--- src/rtl/mnist_pkg.sv ---
// mnist_pkg: shared constants and types for the binary MNIST datapath.
// Holds the conv2 input geometry, pixel type and read FSM states.
package mnist_pkg;

    localparam int NUM_CHANNELS = 8;
    localparam int FMAP2_WIDTH  = 13;
    localparam int FMAP2_HEIGHT = 13;

    typedef logic [NUM_CHANNELS-1:0] bin_pixel_t;

    typedef enum logic {
        IDLE,
        STREAM
    } rd_state_e;

endpackage

--- src/rtl/fmap_stream_tx_if.sv ---
// fmap_stream_tx_if: pixel write handshake plus the conv2 output stream.
// master = pooling/conv2 side, slave = fmap_stream_tx.
interface fmap_stream_tx_if #(
    parameter int NUM_CHANNELS = 8
);

    logic                    wr_valid;
    logic [NUM_CHANNELS-1:0] wr_data;
    logic                    wr_ready;
    logic                    out_ready;
    logic [NUM_CHANNELS-1:0] pixel_out;
    logic                    valid_out;
    logic                    sof;
    logic                    eof;

    modport master (
        output wr_valid,
        output wr_data,
        output out_ready,
        input  wr_ready,
        input  pixel_out,
        input  valid_out,
        input  sof,
        input  eof
    );

    modport slave (
        input  wr_valid,
        input  wr_data,
        input  out_ready,
        output wr_ready,
        output pixel_out,
        output valid_out,
        output sof,
        output eof
    );

endinterface

--- src/rtl/fmap_bank_ram.sv ---
// fmap_bank_ram: one frame of pixels, one write port and one read port.
// Read data is registered, so it appears one cycle after raddr.
module fmap_bank_ram #(
    parameter int DEPTH  = 169,
    parameter int DATA_W = 8,
    parameter int AW     = $clog2(DEPTH)
) (
    input  logic              clk,
    input  logic              we,
    input  logic [AW-1:0]     waddr,
    input  logic [DATA_W-1:0] wdata,
    input  logic [AW-1:0]     raddr,
    output logic [DATA_W-1:0] rdata
);

    logic [DATA_W-1:0] mem_q [DEPTH];
    logic [DATA_W-1:0] rdata_q;

    always_ff @(posedge clk) begin
        if (we) begin
            mem_q[waddr] <= wdata;
        end
        rdata_q <= mem_q[raddr];
    end

    assign rdata = rdata_q;

endmodule

--- src/rtl/fmap_stream_tx.sv ---
// fmap_stream_tx: buffers a full feature map, then replays it gap-free.
// Define FMAP_PINGPONG_EN for two banks so writing overlaps streaming.
module fmap_stream_tx #(
    parameter int WIDTH        = mnist_pkg::FMAP2_WIDTH,
    parameter int HEIGHT       = mnist_pkg::FMAP2_HEIGHT,
    parameter int NUM_CHANNELS = mnist_pkg::NUM_CHANNELS
) (
    input  logic            clk,
    input  logic            rst_n,
    fmap_stream_tx_if.slave bus
);

    import mnist_pkg::*;

    localparam int N  = WIDTH * HEIGHT;
    localparam int AW = $clog2(N);
    localparam logic [AW-1:0] LAST = AW'(N - 1);
`ifdef FMAP_PINGPONG_EN
    localparam int NB = 2;
`else
    localparam int NB = 1;
`endif

    rd_state_e     state_q, state_d;
    logic [AW-1:0] wr_addr_q, wr_addr_d;
    logic [AW-1:0] rd_addr_q, rd_addr_d;
    logic [NB-1:0] full_q, full_d;
    logic          wr_ready_q, wr_ready_d;
    logic          wr_bank_q, rd_bank_q;
    logic          wr_acc;
    logic          streaming;

    logic [NB-1:0][NUM_CHANNELS-1:0] rd_data;
    logic [NUM_CHANNELS-1:0]         rd_pix;

`ifdef FMAP_PINGPONG_EN
    logic wr_bank_d, rd_bank_d;

    always_ff @(posedge clk) begin
        if (!rst_n) begin
            wr_bank_q <= 1'b0;
            rd_bank_q <= 1'b0;
        end else begin
            wr_bank_q <= wr_bank_d;
            rd_bank_q <= rd_bank_d;
        end
    end
`else
    assign wr_bank_q = 1'b0;
    assign rd_bank_q = 1'b0;
`endif

    always_comb begin
        state_d   = state_q;
        wr_addr_d = wr_addr_q;
        rd_addr_d = rd_addr_q;
        full_d    = full_q;
`ifdef FMAP_PINGPONG_EN
        wr_bank_d = wr_bank_q;
        rd_bank_d = rd_bank_q;
`endif
        wr_acc = bus.wr_valid & wr_ready_q;

        if (wr_acc) begin
            if (wr_addr_q == LAST) begin
                wr_addr_d         = '0;
                full_d[wr_bank_q] = 1'b1;
`ifdef FMAP_PINGPONG_EN
                wr_bank_d         = ~wr_bank_q;
`endif
            end else begin
                wr_addr_d = wr_addr_q + 1'b1;
            end
        end

        // rd_addr_d feeds the RAM, so pixel k lands one cycle later
        unique case (state_q)
            IDLE: begin
                rd_addr_d = '0;
                if (full_q[rd_bank_q] && bus.out_ready) begin
                    state_d = STREAM;
                end
            end
            STREAM: begin
                if (rd_addr_q == LAST) begin
                    rd_addr_d         = '0;
                    full_d[rd_bank_q] = 1'b0;
`ifdef FMAP_PINGPONG_EN
                    rd_bank_d = ~rd_bank_q;
                    if (!(full_q[~rd_bank_q] && bus.out_ready)) begin
                        state_d = IDLE;
                    end
`else
                    state_d = IDLE;
`endif
                end else begin
                    rd_addr_d = rd_addr_q + 1'b1;
                end
            end
            default: state_d = IDLE;
        endcase

`ifdef FMAP_PINGPONG_EN
        wr_ready_d = !full_d[wr_bank_d];
`else
        wr_ready_d = !full_d[0];
`endif
    end

    always_ff @(posedge clk) begin
        if (!rst_n) begin
            state_q    <= IDLE;
            wr_addr_q  <= '0;
            rd_addr_q  <= '0;
            full_q     <= '0;
            wr_ready_q <= 1'b0;
        end else begin
            state_q    <= state_d;
            wr_addr_q  <= wr_addr_d;
            rd_addr_q  <= rd_addr_d;
            full_q     <= full_d;
            wr_ready_q <= wr_ready_d;
        end
    end

    for (genvar b = 0; b < NB; b++) begin : g_bank
        fmap_bank_ram #(
            .DEPTH (N),
            .DATA_W(NUM_CHANNELS)
        ) u_ram (
            .clk  (clk),
            .we   (wr_acc && (wr_bank_q == 1'(b))),
            .waddr(wr_addr_q),
            .wdata(bus.wr_data),
            .raddr(rd_addr_d),
            .rdata(rd_data[b])
        );
    end

    assign rd_pix    = rd_data[rd_bank_q];
    assign streaming = (state_q == STREAM);

    assign bus.wr_ready  = wr_ready_q;
    assign bus.valid_out = streaming;
    assign bus.sof       = streaming && (rd_addr_q == '0);
    assign bus.eof       = streaming && (rd_addr_q == LAST);
    assign bus.pixel_out = streaming ? rd_pix : '0;

endmodule

--- src/flat_wrapper.sv ---
// flat-port wrapper written by rule: the top's interface ports become plain ports
module fmap_stream_tx_flat import mnist_pkg::*;
#(
    parameter int WIDTH        = mnist_pkg::FMAP2_WIDTH,
    parameter int HEIGHT       = mnist_pkg::FMAP2_HEIGHT,
    parameter int NUM_CHANNELS = mnist_pkg::NUM_CHANNELS
)
  (clk, rst_n, bus_wr_valid, bus_wr_data, bus_out_ready, bus_wr_ready, bus_pixel_out, bus_valid_out, bus_sof, bus_eof);
  fmap_stream_tx_if #(.NUM_CHANNELS(NUM_CHANNELS)) bus_i ();
  input  logic clk;
  input  logic rst_n;
  input wire logic [$bits(bus_i.wr_valid)-1:0] bus_wr_valid;
  input wire logic [$bits(bus_i.wr_data)-1:0] bus_wr_data;
  input wire logic [$bits(bus_i.out_ready)-1:0] bus_out_ready;
  output wire logic [$bits(bus_i.wr_ready)-1:0] bus_wr_ready;
  output wire logic [$bits(bus_i.pixel_out)-1:0] bus_pixel_out;
  output wire logic [$bits(bus_i.valid_out)-1:0] bus_valid_out;
  output wire logic [$bits(bus_i.sof)-1:0] bus_sof;
  output wire logic [$bits(bus_i.eof)-1:0] bus_eof;
  assign bus_i.wr_valid = bus_wr_valid;
  assign bus_i.wr_data = bus_wr_data;
  assign bus_i.out_ready = bus_out_ready;
  assign bus_wr_ready = bus_i.wr_ready;
  assign bus_pixel_out = bus_i.pixel_out;
  assign bus_valid_out = bus_i.valid_out;
  assign bus_sof = bus_i.sof;
  assign bus_eof = bus_i.eof;
  fmap_stream_tx #(.WIDTH(WIDTH), .HEIGHT(HEIGHT), .NUM_CHANNELS(NUM_CHANNELS)) u_core (.clk(clk), .rst_n(rst_n), .bus(bus_i));
endmodule
--- config.mk ---
export PLATFORM = sky130hd
export DESIGN_NAME = fmap_stream_tx_flat
export DESIGN_NICKNAME = d
export VERILOG_FILES = /design/src/rtl/mnist_pkg.sv /design/src/rtl/fmap_stream_tx_if.sv /design/src/rtl/fmap_bank_ram.sv /design/src/rtl/fmap_stream_tx.sv /design/src/flat_wrapper.sv
export SDC_FILE = /design/constraint.sdc
export NUM_CORES = 2
export LEC_CHECK = 0
export ABC_AREA = 1
export CAP_MARGIN = 0
export CORE_UTILIZATION = 30
export DETAILED_ROUTE_END_ITERATION = 7
export PLACE_DENSITY = 0.41
export SLEW_MARGIN = 5
export SYNTH_ARGS = -nofsm -noshare
export SYNTH_HDL_FRONTEND = slang
export SYNTH_HIERARCHICAL = 1
export SYNTH_SLANG_ARGS = --single-unit
--- constraint.sdc ---
create_clock -name clk -period 2.4 [get_ports clk]
set_input_delay 0.6 -clock clk [delete_from_list [all_inputs] [get_ports clk]]
set_output_delay 0.6 -clock clk [all_outputs]
set_load 0.01 [all_outputs]
==> summary.md <==
| Metric | Value |
|---|---|
| Final worst-path cycle share | `121%` |
| Post-DRT Antenna Nets | `0` |
| CTS root buf | `clkbuf_16` |
| Max layer used | `met4` |
| Row count | `158` |
| Register area share after synthesis | `73.0%` |
| Synth top area share | `72.0%` |
| Initial core utilization | `around 30%` |
| Clock Latency Late Sink | `0.81 ns` |
| Layout cells sized above 1 | `21.6%` |
| M1 wire length | `89.5 mm` |
| Largest area contributor in the netlist | `edfxtp_1` |
| Mux share of post-synthesis cell area | `0%` |
| Internal power | `40.5 mW` |
| Core area | `186000 um^2` |
| Synth async-reset ratio | `0%` |
| Post-synthesis cell area | `56400 um^2` |
| Die area | `around 190000 um^2` |
| Min-delay worst type | `in2reg` |
| Post-Synth Adder-Cell Area | `0.0888%` |
| Crit path DAT | `3.60 ns` |
| Vias in the first global route | `~38000` |
| Run status | `complete, but fails checks` |
| Avg Synthesized Cell Area | `11.9 um^2` |
| Global Route Usage Sum | `between 10% and 20%` |
| Pre-CTS setup slack | `-0.795 ns` |
| Cells after synthesis | `4742` |
| Initial DRC Count | `3339` |
| Max-slew headroom | `50.1%` |
| Met3 WL | `7.64 mm` |
| Pins Over Slew Limit | `0` |
| Comb pwr share | `1.5%` |
| Startpoint types | `flop` |
| Post-Synth XOR/XNOR Area | `less than 1%` |
| Synth area leaders | `edfxtp_1 (72%), nand3_1 (9.3%), nand2_1 (8.4%)` |
| Synth Area in Compound Gates | `under 10%` |
| Fin nets | `roughly 5200` |
| Detailed Place HPWL | `116 mm` |
| Drt drc | `0` |
| Most used DFF post-synth | `edfxtp_1` |
| IO Port Bufs | `23` |
| GRT Residual Overflow | `0` |
| Drt pass-1 iters | `5` |
| Die Wd | `435 um` |
| Crit end category | `flop` |
| Peak Freq | `343 MHz` |
| P_sw | `10.8 mW` |
| Flop pwr share | `51.6%` |
| Pwr dens | `713 nW/um^2` |
| Switch share | `roughly a fifth` |
| Met2 Routed Length | `just under 90 mm` |
| Worst slew pin tran | `0.745 ns` |
| I/O pins | `24` |
| First-pass GRT wire length | `273 mm` |
| Area growth syn-to-layout | `27.7%` |
| CTS tree | `built` |
| Final hold vios | `0` |
| Initial antenna violation count | `4` |
| Clock power frac | `46.9%` |
| Clk sinks | `1379` |
| RD Place Congestion | `0.808` |
| Setup_tns | `-3.70 ns` |
| Failing checks | `setup timing` |
| Post-synth EDFFs | `roughly 1400` |
| CP Data Required Time | `3.09 ns` |
| Routed vias | `around 38000` |
| CP Class | `reg2reg` |
| CP max FO | `8` |
| Worst setup margin | `-0.513 ns` |
| TritonCTS Buffers | `158` |
| Lkg Pwr | `around 26 nW` |
| Cts-stage hold buffer count | `0` |
| Main combinational cell family by area after synthesis | `simple AND/OR/NAND/NOR gates` |
| Wire per inst | `between 20 and 25 um` |
| Peak supply drop | `0.769 mV` |
| DRT Wirelength | `189 mm` |
| Die Ht | `between 400 and 500 um` |
| Post-Syn Nets | `4758` |
| RSZ-0062 raised after global routing | `yes` |
| Fin crit period | `2.91 ns` |
| Clock Skews | `0.0359 ns` |
| Overall Power | `51.3 mW` |
| Synth warn | `6` |
| Largest net degree at the start of global routing | `108` |
| Synth Register Bits | `about 1400` |
| H-tree depth | `4` |
| Number of vias per cell | `4.89` |
| Post-synthesis simple-gate area fraction | `20.7%` |
| Yosys cell types | `39` |
| Setup Viol. Count Final | `11` |
| Max cap viols | `0` |
| Clock tree buffer depth | `3` |
| Clock slew seen by the registers of the worst setup and hold paths | `around 0.060 ns` |
-- cell usage after synthesis (7+ instances only) --
master,count
buf_1,24
buf_4,29
inv_2,7
clkbuf_1,71
nor3_1,13
a21oi_1,30
nor2_1,354
o221ai_1,10
edfxtp_1,1352
o21ai_0,143
nand4_1,14
o211ai_1,33
o22ai_1,35
buf_2,163
dfxtp_1,27
nand3_1,1043
o21ai_1,16
nand2_1,1254
inv_1,58
buf_6,26
-- final timing paths --
kind / from / slack, ns / cells past startpoint / end
worst max-delay path: u_core/rd_addr_q[1]$_SDFF_PN0_ / -0.51 / 17 / u_core/g_bank[0].u_ram/rdata[0]$_DFF_P_
worst min-delay path: bus_wr_data[7] / 0.23 / 1 / u_core/g_bank[0].u_ram/mem_q[23][7]$_DFFE_PP_
worst max register to register: u_core/rd_addr_q[1]$_SDFF_PN0_ / -0.51 / 17 / u_core/g_bank[0].u_ram/rdata[0]$_DFF_P_
worst min register to register: u_core/wr_addr_q[6]$_SDFFE_PN0N_ / 0.56 / 2 / u_core/wr_addr_q[6]$_SDFFE_PN0N_
-- cells by family (layout without fill, tap and decap cells) --
| family | count (synthesis) | in the layout |
|---|---|---|
| other | 0 | 2 |
| buffers and inverters | 380 | 987 |
| AND/OR/NAND/NOR | 2705 | 2705 |
| flip-flops | 1379 | 1379 |
| XOR/XNOR | 3 | 3 |
| adder cells (fa/ha/maj) | 4 | 4 |
| AO/OA/AOI/OAI | 271 | 271 |
-- critical path: stages, from the launching register on --
cell and delay (ns):
dfxtp_2 0.33, inv_2 0.04, ha_4 0.15, nand4_4 0.07
nor2_4 0.05, nor2_4 0.11, inv_4 0.06, nor2_4 0.12
buf_12 0.22, clkinv_16 0.13, buf_16 0.18, buf_16 0.14
o21ai_4 0.12, o22ai_2 0.07, o211ai_1 0.61, a21oi_2 0.15
o21ai_4 0.13, nand2_1 0.08
-- placed cells by master (no fill, tap or decap), drive strengths merged --
cell and count:
inv 76, buf 590, clkinv 66, edfxtp 1352, bufinv 15, dlygate4sd2 2, clkdlybuf4s50 4, diode 2
ha 4, nor3b 1, a21o 1, o21ai 160, nand3 1047, nor2 362, bufbuf 11, nand2 1258
nand4 15, o221ai 10, clkbuf 209, o22ai 35, or2 2, dlymetal6s2s 7, nor3 20, xnor2 2
xor2 1, a21oi 31, clkinvlp 7, dfxtp 27, o21bai 1, o211ai 33
-- per-stage QoR --
stage | utilization (%) | hold slack [ns] | cells | area, um^2
4_1_cts | 38.3 | 0.172 | 7814 | 71200
3_3_place_gp | 34.2 | 0.543 | 7455 | 63600
3_5_place_dp | 34.2 | 0.547 | 7455 | 63600
2_1_floorplan | - | 0.470 | 4742 | 56400
5_1_grt | 38.7 | 0.191 | 7829 | 72000
6_report | 38.7 | 0.226 | 7831 | 72000
-- power groups by stage --
stage	clock, mW	sequential [mW]	combinational [mW]
final	24.1	26.5	0.783
after global routing	25.5	26.5	0.841
after CTS	24.6	26.5	0.806
after detailed placement	0	27.0	0.795
after global placement	0	27.0	0.794
after floorplan	0	27.0	0.0753
-- layout make-up --
| cell class | count | area, um^2 |
|---|---|---|
| fillers | 17800 | 114000 |
| flip-flops and latches | 1379 | 41200 |
| multi-input cells | 2983 | 14700 |
| repair buffers | 626 | 7570 |
| clock buffers | 197 | 4120 |
| well taps | 2480 | 3100 |
| clock inverters | 94 | 1020 |
| inverters | 67 | 300 |
| repair inverters | 3 | 52.6 |
| diodes | 2 | 5.00 |
-- layer usage --
layer  global-route usage [%]  vias up
li1                         -    17900
met1                     28.3    19300
met2                     31.4      846
met3                     2.53      221
met4                     4.67        0
met5                        0        -
-- flip-flops by register name, summed over array words and instances, names as in the netlist, named ones only --
name                       flops
u_core/wr_addr_q               8
u_core/bus.wr_ready            1
u_core/g_bank.u_ram/mem_q   1352
u_core/rd_addr_q               8
u_core/g_bank.u_ram/rdata      8
u_core/bus.valid_out           1
-- repair_timing --
| action | 4_1_cts | 5_1_grt |
|---|---|---|
| resized for setup | 313 | 136 |
| setup buffers | 39 | 9 |
| pin swaps | 71 | 82 |
| endpoints found under the setup margin | 20 | 33 |
| cloned | 30 | 7 |
Note: power is estimated with default switching activity, not from simulation.
